$ cat config.mk
export PLATFORM = sky130hd
export DESIGN_NAME = hazard_ctrl_mc
export DESIGN_NICKNAME = d
export VERILOG_FILES = /design/src/rtl/hazard_pkg.sv /design/src/rtl/long_op_tracker.sv /design/src/rtl/hazard_ctrl_mc.sv
export SDC_FILE = /design/constraint.sdc
export NUM_CORES = 1
export LEC_CHECK = 0
export CORE_ASPECT_RATIO = 0.75
export CORE_MARGIN = 2
export CORE_UTILIZATION = 25
export DETAILED_ROUTE_END_ITERATION = 12
export GPL_TIMING_DRIVEN = 0
export HOLD_SLACK_MARGIN = 0.06
export SETUP_SLACK_MARGIN = 0.15
export SYNTH_ARGS = -nofsm -noshare
export SYNTH_HDL_FRONTEND = slang
export SYNTH_SLANG_ARGS = --single-unit
$ cat constraint.sdc
create_clock -name clk -period 2.5 [get_ports clk]
set_input_delay 0.375 -clock clk [delete_from_list [all_inputs] [get_ports clk]]
set_output_delay 0.375 -clock clk [all_outputs]
set_load 0.1 [all_outputs]
$ cat src/rtl/hazard_pkg.sv
// Shared definitions for the hazard/stall controller: stage indices,
// long-latency tracker state encoding and default channel ids.
package hazard_pkg;

    // Pipeline stage indices into the stall/bubble vectors.
    localparam int NUM_STAGES = 5;
    localparam int STG_IF     = 0;
    localparam int STG_ID     = 1;
    localparam int STG_EX     = 2;
    localparam int STG_MEM    = 3;
    localparam int STG_WB     = 4;

    // Long-latency tracker states.
    typedef enum logic [1:0] {
        TRK_IDLE  = 2'd0,
        TRK_WAIT  = 2'd1,
        TRK_ABORT = 2'd2
    } trk_state_e;

    // Default channel assignment of the long-latency request bus.
    localparam int CH_CACHE = 0;
    localparam int CH_BUS   = 1;
    localparam int CH_ACC   = 2;

endpackage

$ cat src/rtl/long_op_tracker.sv
// Multi-channel long-latency operation tracker. Collects outstanding
// channels into a pending mask, waits for their completion pulses and
// aborts with a sticky error flag once the wait exceeds TIMEOUT_CYC.
module long_op_tracker
    import hazard_pkg::*;
#(
    parameter int NUM_LONG_CH = 3,
    parameter int TIMEOUT_CYC = 255
) (
    input  logic                   clk,
    input  logic                   rst_n,
    input  logic [NUM_LONG_CH-1:0] long_req,
    input  logic [NUM_LONG_CH-1:0] long_done,
    output logic                   long_stall,
    output logic [NUM_LONG_CH-1:0] pending,
    output logic                   timeout_err,
    output trk_state_e             state_o
);

    // Last WAIT count value before the abort fires.
    localparam logic [15:0] CNT_LAST = 16'(TIMEOUT_CYC - 1);

    trk_state_e             state_q, state_d;
    logic [NUM_LONG_CH-1:0] pending_q, pending_d;
    logic [15:0]            cnt_q, cnt_d;
    logic                   terr_q, terr_d;
    logic [NUM_LONG_CH-1:0] req_live;
    logic [NUM_LONG_CH-1:0] wait_left;

    // A request whose done pulse arrives in the same cycle is already complete.
    assign req_live  = long_req & ~long_done;
    assign wait_left = pending_q & ~long_done;

    // State, pending mask, wait counter and sticky error registers.
    always_ff @(posedge clk or negedge rst_n) begin
        if (!rst_n) begin
            state_q   <= TRK_IDLE;
            pending_q <= '0;
            cnt_q     <= '0;
            terr_q    <= 1'b0;
        end else begin
            state_q   <= state_d;
            pending_q <= pending_d;
            cnt_q     <= cnt_d;
            terr_q    <= terr_d;
        end
    end

    // Next-state and register update: requests are only sampled in IDLE.
    always_comb begin
        state_d   = state_q;
        pending_d = pending_q;
        cnt_d     = cnt_q;
        terr_d    = terr_q;
        case (state_q)
            TRK_IDLE: begin
                if (|long_req) begin
                    pending_d = req_live;
                    cnt_d     = '0;
                end
                if (|req_live) begin
                    state_d = TRK_WAIT;
                end
            end
            TRK_WAIT: begin
                pending_d = wait_left;
                cnt_d     = (cnt_q == 16'hFFFF) ? cnt_q : cnt_q + 16'd1;
                if (!(|wait_left)) begin
                    state_d = TRK_IDLE;
                end else if (cnt_q == CNT_LAST) begin
                    state_d = TRK_ABORT;
                end
            end
            TRK_ABORT: begin
                pending_d = '0;
                terr_d    = 1'b1;
                state_d   = TRK_IDLE;
            end
            default: begin
                state_d = TRK_IDLE;
            end
        endcase
    end

    // Outputs: stall covers the request cycle and the completion cycle.
    always_comb begin
        long_stall  = ((state_q == TRK_IDLE) && (|req_live)) ||
                      (state_q == TRK_WAIT) || (state_q == TRK_ABORT);
        pending     = pending_q;
        timeout_err = terr_q;
        state_o     = state_q;
    end

endmodule

$ cat src/rtl/hazard_ctrl_mc.sv
// Hazard/stall controller for the 5-stage RV32 core. Combines branch/jalr
// operand hazards, load-use hazards, control redirects and the long-latency
// tracker into per-stage stall and bubble vectors.
// Optional macro HAZARD_PERF_CNT_EN adds three free-running perf counters.
module hazard_ctrl_mc
    import hazard_pkg::*;
#(
    parameter int REG_AW      = 5,
    parameter int NUM_LONG_CH = 3,
    parameter int TIMEOUT_CYC = 255
) (
    input  logic                   clk,
    input  logic                   rst_n,
    input  logic                   id_branch,
    input  logic                   id_jalr,
    input  logic                   id_jal,
    input  logic [REG_AW-1:0]      id_rs1,
    input  logic [REG_AW-1:0]      id_rs2,
    input  logic                   id_rs1_used,
    input  logic                   id_rs2_used,
    input  logic                   id_redirect,
    input  logic [REG_AW-1:0]      ex_rd,
    input  logic                   ex_reg_write,
    input  logic                   ex_mem_read,
    input  logic [REG_AW-1:0]      mem_rd,
    input  logic                   mem_mem_read,
    input  logic [NUM_LONG_CH-1:0] long_req,
    input  logic [NUM_LONG_CH-1:0] long_done,
    output logic [NUM_STAGES-1:0]  stall,
    output logic [NUM_STAGES-1:0]  bubble,
    output logic                   long_busy,
    output logic [NUM_LONG_CH-1:0] pending,
    output logic                   timeout_err
`ifdef HAZARD_PERF_CNT_EN
    ,
    output logic [31:0]            perf_data_stall_cyc,
    output logic [31:0]            perf_long_stall_cyc,
    output logic [31:0]            perf_flush_cnt
`endif
);

    logic       long_stall;
    logic       data_stall;
    logic       rs1_ex, rs2_ex, rs1_mem, rs2_mem;
    logic       br_use;
    trk_state_e trk_state;

    long_op_tracker #(
        .NUM_LONG_CH (NUM_LONG_CH),
        .TIMEOUT_CYC (TIMEOUT_CYC)
    ) u_tracker (
        .clk         (clk),
        .rst_n       (rst_n),
        .long_req    (long_req),
        .long_done   (long_done),
        .long_stall  (long_stall),
        .pending     (pending),
        .timeout_err (timeout_err),
        .state_o     (trk_state)
    );

    // Operand matching (x0 never matches) and the data hazard condition.
    always_comb begin
        rs1_ex  = id_rs1_used && (id_rs1 != '0) && (id_rs1 == ex_rd);
        rs2_ex  = id_rs2_used && (id_rs2 != '0) && (id_rs2 == ex_rd);
        rs1_mem = id_rs1_used && (id_rs1 != '0) && (id_rs1 == mem_rd);
        rs2_mem = id_rs2_used && (id_rs2 != '0) && (id_rs2 == mem_rd);
        br_use  = id_branch || id_jalr;
        data_stall = (br_use && ex_reg_write && (rs1_ex || rs2_ex)) ||
                     (br_use && mem_mem_read && (rs1_mem || rs2_mem)) ||
                     (ex_mem_read && (rs1_ex || rs2_ex));
    end

    // Stage stall/bubble muxing; a long stall freezes everything and
    // suppresses every bubble so the held instruction survives.
    always_comb begin
        stall     = '0;
        bubble    = '0;
        long_busy = (trk_state != TRK_IDLE);
        if (!rst_n) begin
            bubble = '1;
        end else begin
            stall[STG_IF]  = long_stall || data_stall;
            stall[STG_ID]  = long_stall || data_stall;
            stall[STG_EX]  = long_stall;
            stall[STG_MEM] = long_stall;
            stall[STG_WB]  = long_stall;
            bubble[STG_ID] = !long_stall && !data_stall && (id_redirect || id_jal);
            bubble[STG_EX] = !long_stall && data_stall;
        end
    end

`ifdef HAZARD_PERF_CNT_EN
    logic [31:0] perf_data_q, perf_data_d;
    logic [31:0] perf_long_q, perf_long_d;
    logic [31:0] perf_flush_q, perf_flush_d;

    // Wrapping event counters for stall and flush cycles.
    always_comb begin
        perf_data_d  = perf_data_q  + {31'd0, (data_stall && !long_stall)};
        perf_long_d  = perf_long_q  + {31'd0, long_stall};
        perf_flush_d = perf_flush_q + {31'd0, bubble[STG_ID]};
    end

    // Perf counter registers.
    always_ff @(posedge clk or negedge rst_n) begin
        if (!rst_n) begin
            perf_data_q  <= '0;
            perf_long_q  <= '0;
            perf_flush_q <= '0;
        end else begin
            perf_data_q  <= perf_data_d;
            perf_long_q  <= perf_long_d;
            perf_flush_q <= perf_flush_d;
        end
    end

    assign perf_data_stall_cyc = perf_data_q;
    assign perf_long_stall_cyc = perf_long_q;
    assign perf_flush_cnt      = perf_flush_q;
`endif

endmodule

==> flow_summary.ini <==
[timing]
slew_viol_final = 0
hold_viol_final = 0
setup_ws_ps = 90.8
skew_ps = 0.815
period_minus_slack_ps = 2410
setup_violations = 0
tightestPinTransition_ps = 1040
fmax_ghz = 0.415
rsz0062_at_grt = yes
relSlewSlack_pct = 30.7
period_share_pct = 96.4

[routing]
routed_wirelength_um = 5270
drtAntennaViolNets = 0
wl_per_cell_um = 15.3
via_per_inst = 5.05
drt_iter0_markers = 144
drcViolationCount = 0
vias = 1742
firstDrtPassIters = 4

[clock_network]
htreeDepth = 1
cts_tree = done
clkTransAtPathRegs_ps = 80
clk_path_buf_depth = 2
clock-sinks = 22
cts_root_buf = clkbuf_8
cts_buffers = 3
clk-insertion-delay-late_ps = 260

[yosys]
synth_ff_type = dfrtp_1
synthCells = 203
synth_area_leaders = dfrtp_1 32%, xor2_1 10%, o21ai_0 5.0%
synth_edf_count = 0
synth_cell_types = 46
yosysSeqAreaShare_pct = 32.4
synth.top_cell.area_share_pct = 32.4
yosysTopAreaCell = dfrtp_1
ys_ff_latch = 22
async_reset_ff_share_pct = 100
synth.avg_cell_area_um2 = 8.36
synthesis.area_um2 = 1700
postSynthNetCount = 245
yosys_warnings = 0

[cells_and_area]
num-nets-final = 307
fillers = 641
diodes = 0
layout.cells.non_filler = 345
final_cell_mix = 22 x dfrtp_1, 20 x xor2_1, 19 x nand2_1, 18 x dlygate4sd2_1, 15 x clkdlybuf4s50_1
syn2layout_area_growth_pct = 52.1
fin_util_pct = 40.1
drive_gt1_share_pct = 22.3
layout_commonest_cell = dfrtp_1

[placement]
routabilityCongestion = 0.838
port_buffers = 51
pre_cts_slack_ps = -2140
dp_cells = 335
hpwl_um = 3850

[floorplanning]
dieArea_um2 = 7470
rows = 25
ioPinCount = 52
start_util_pct = 26.3
core-area_um2 = 6440
chipWidth_um = 99.2
die_h_um = 75.4

[power_and_ir_drop]
power.total_mw = 2.62
p_int_mw = 1.18
p_comb_share_pct = 72.5
swShare_pct = 54.9
clock_power_share_pct = 10.0
leakagePower_nw = 1.09
switchingPower_mw = 1.44
peakVddDrop_uv = 560
power_density_nw_per_um2 = 1020
p_seq_share_pct = 17.6

[global_route]
grtUsageMet3_pct = 2.48
grt_pass1_vias = 1713
track_usage_pct = 14.2
grt_use_met1_pct = 20.1
grt_max_degree = 23
antenna_found_initial = 0
top_usage_layer = met2
grt_overflow_total = 0
met2_usage_pct = 23.1
grt_pass1_wl_um = 8390

[critical_path]
r2r_setup_slack_ps = 280
r2r-end = u_tracker.cnt_q[8]$_DFFE_PN0P_
critPathKind = in -> out
rr_worst_depth = 7
r2r_start = u_tracker.state_o[1]$_DFFE_PN0P_
critical_path_required_ps = 2120
critPathLaunch = id_rs1[3]
end_kind = output pin
arrival_ps = 2030
endpoint = stall[1]
start_kind = input pin
cp_max_fo = 3

[outcome]
status = completed

[run]
maxCapViolCount = 0

[hold_path]
hold_class = reg -> reg
synth_stat cells, drive strengths merged (5+ instances only):
cell and count:
buf 6, nor2 12, a21oi 8, o31ai 5, o21ai 27, nor3 6
ha 5, xor2 20, a31oi 6, dfrtp 22, inv 8, nand2 19
nor4 5
worst max-delay path, cell delays in order:
cell and delay (ps):
clkdlybuf4s15_2 210, or4_4 560, o21ai_4 190, o32ai_4 130
or2_4 280, buf_12 130, buf_16 150
power groups by stage:
stage	registers (mW)	clock network (mW)	logic (mW)
floorplan	0.621	0	1.14
global placement	0.462	0	1.72
detailed placement	0.468	0	1.72
CTS	0.461	0.267	1.85
global route	0.471	0.280	2.00
finish	0.461	0.261	1.90
what timing repair did:
item / 4_1_cts / 5_1_grt
pin swaps: 16 / 8
hold endpoints to repair: 22 / 0
gates resized for setup: 121 / 12
setup buffers: 4 / 1
hold buffers: 1 / 0
setup endpoints to repair: 11 / 15
cell type report:
type | instances | area (um^2) | share of cell area (%)
Buffer | 7 | 58.8 | 2.28
Clock buffer | 4 | 55.1 | 2.13
Inverter | 9 | 37.5 | 1.45
Multi-Input combinational cell | 165 | 1210 | 46.9
Sequential cell | 22 | 551 | 21.3
Tap cell | 81 | 101 | 3.92
Timing Repair Buffer | 57 | 568 | 22.0
logic make-up (layout without fill, tap and decap cells):
kind of cell             after synthesis  after routing  share of synthesized area (%)
multiplexers                           1              1                          0.590
XOR/XNOR                              20             20                           10.3
AO/OA/AOI/OAI                         64             64                           24.4
buffers and inverters                 16             77                           4.72
adder cells (fa/ha/maj)                5              5                           3.68
flip-flops                            22             22                           32.4
AND/OR/NAND/NOR                       75             75                           23.9
metal layers:
layer  part of all wire (%)  up-vias  wire [um]
li1                       -      871          -
met1                     50      831       2620
met2                     46       38       2410
met3                    3.9        2        206
met4                   0.49        0         26
met5                      0        -          0
flip-flops by register name, summed over array words and instances (netlist names):
| name | count |
|---|---|
| u_tracker.cnt_q | 16 |
| u_tracker.pending | 3 |
| u_tracker.timeout_err | 1 |
| u_tracker.state_o | 2 |
through the flow:
| stage | setup TNS (ps) | area, um^2 | hold slack [ps] |
|---|---|---|---|
| after global placement | -16330 | 2370 | 457 |
| final | 0 | 2580 | 477 |
| after global routing | 0 | 2580 | 508 |
| after floorplan | -3770 | 1760 | 79.4 |
| after detailed placement | -16820 | 2370 | 457 |
| after CTS | 0 | 2540 | 481 |
worst min path at each step:
stage / cells past startpoint / start / endpoint / slack [ps]
after floorplan: 0 / rst_n / u_tracker.cnt_q[0]$_DFFE_PN0P_ / 80
after global placement: 1 / u_tracker.timeout_err$_DFFE_PN0N_ / u_tracker.timeout_err$_DFFE_PN0N_ / 460
after detailed placement: 1 / u_tracker.timeout_err$_DFFE_PN0N_ / u_tracker.timeout_err$_DFFE_PN0N_ / 460
after CTS: 1 / u_tracker.timeout_err$_DFFE_PN0N_ / u_tracker.timeout_err$_DFFE_PN0N_ / 480
after global routing: 1 / u_tracker.timeout_err$_DFFE_PN0N_ / u_tracker.timeout_err$_DFFE_PN0N_ / 510
final: 1 / u_tracker.timeout_err$_DFFE_PN0N_ / u_tracker.timeout_err$_DFFE_PN0N_ / 480
Power figures use the tool's default switching activity.
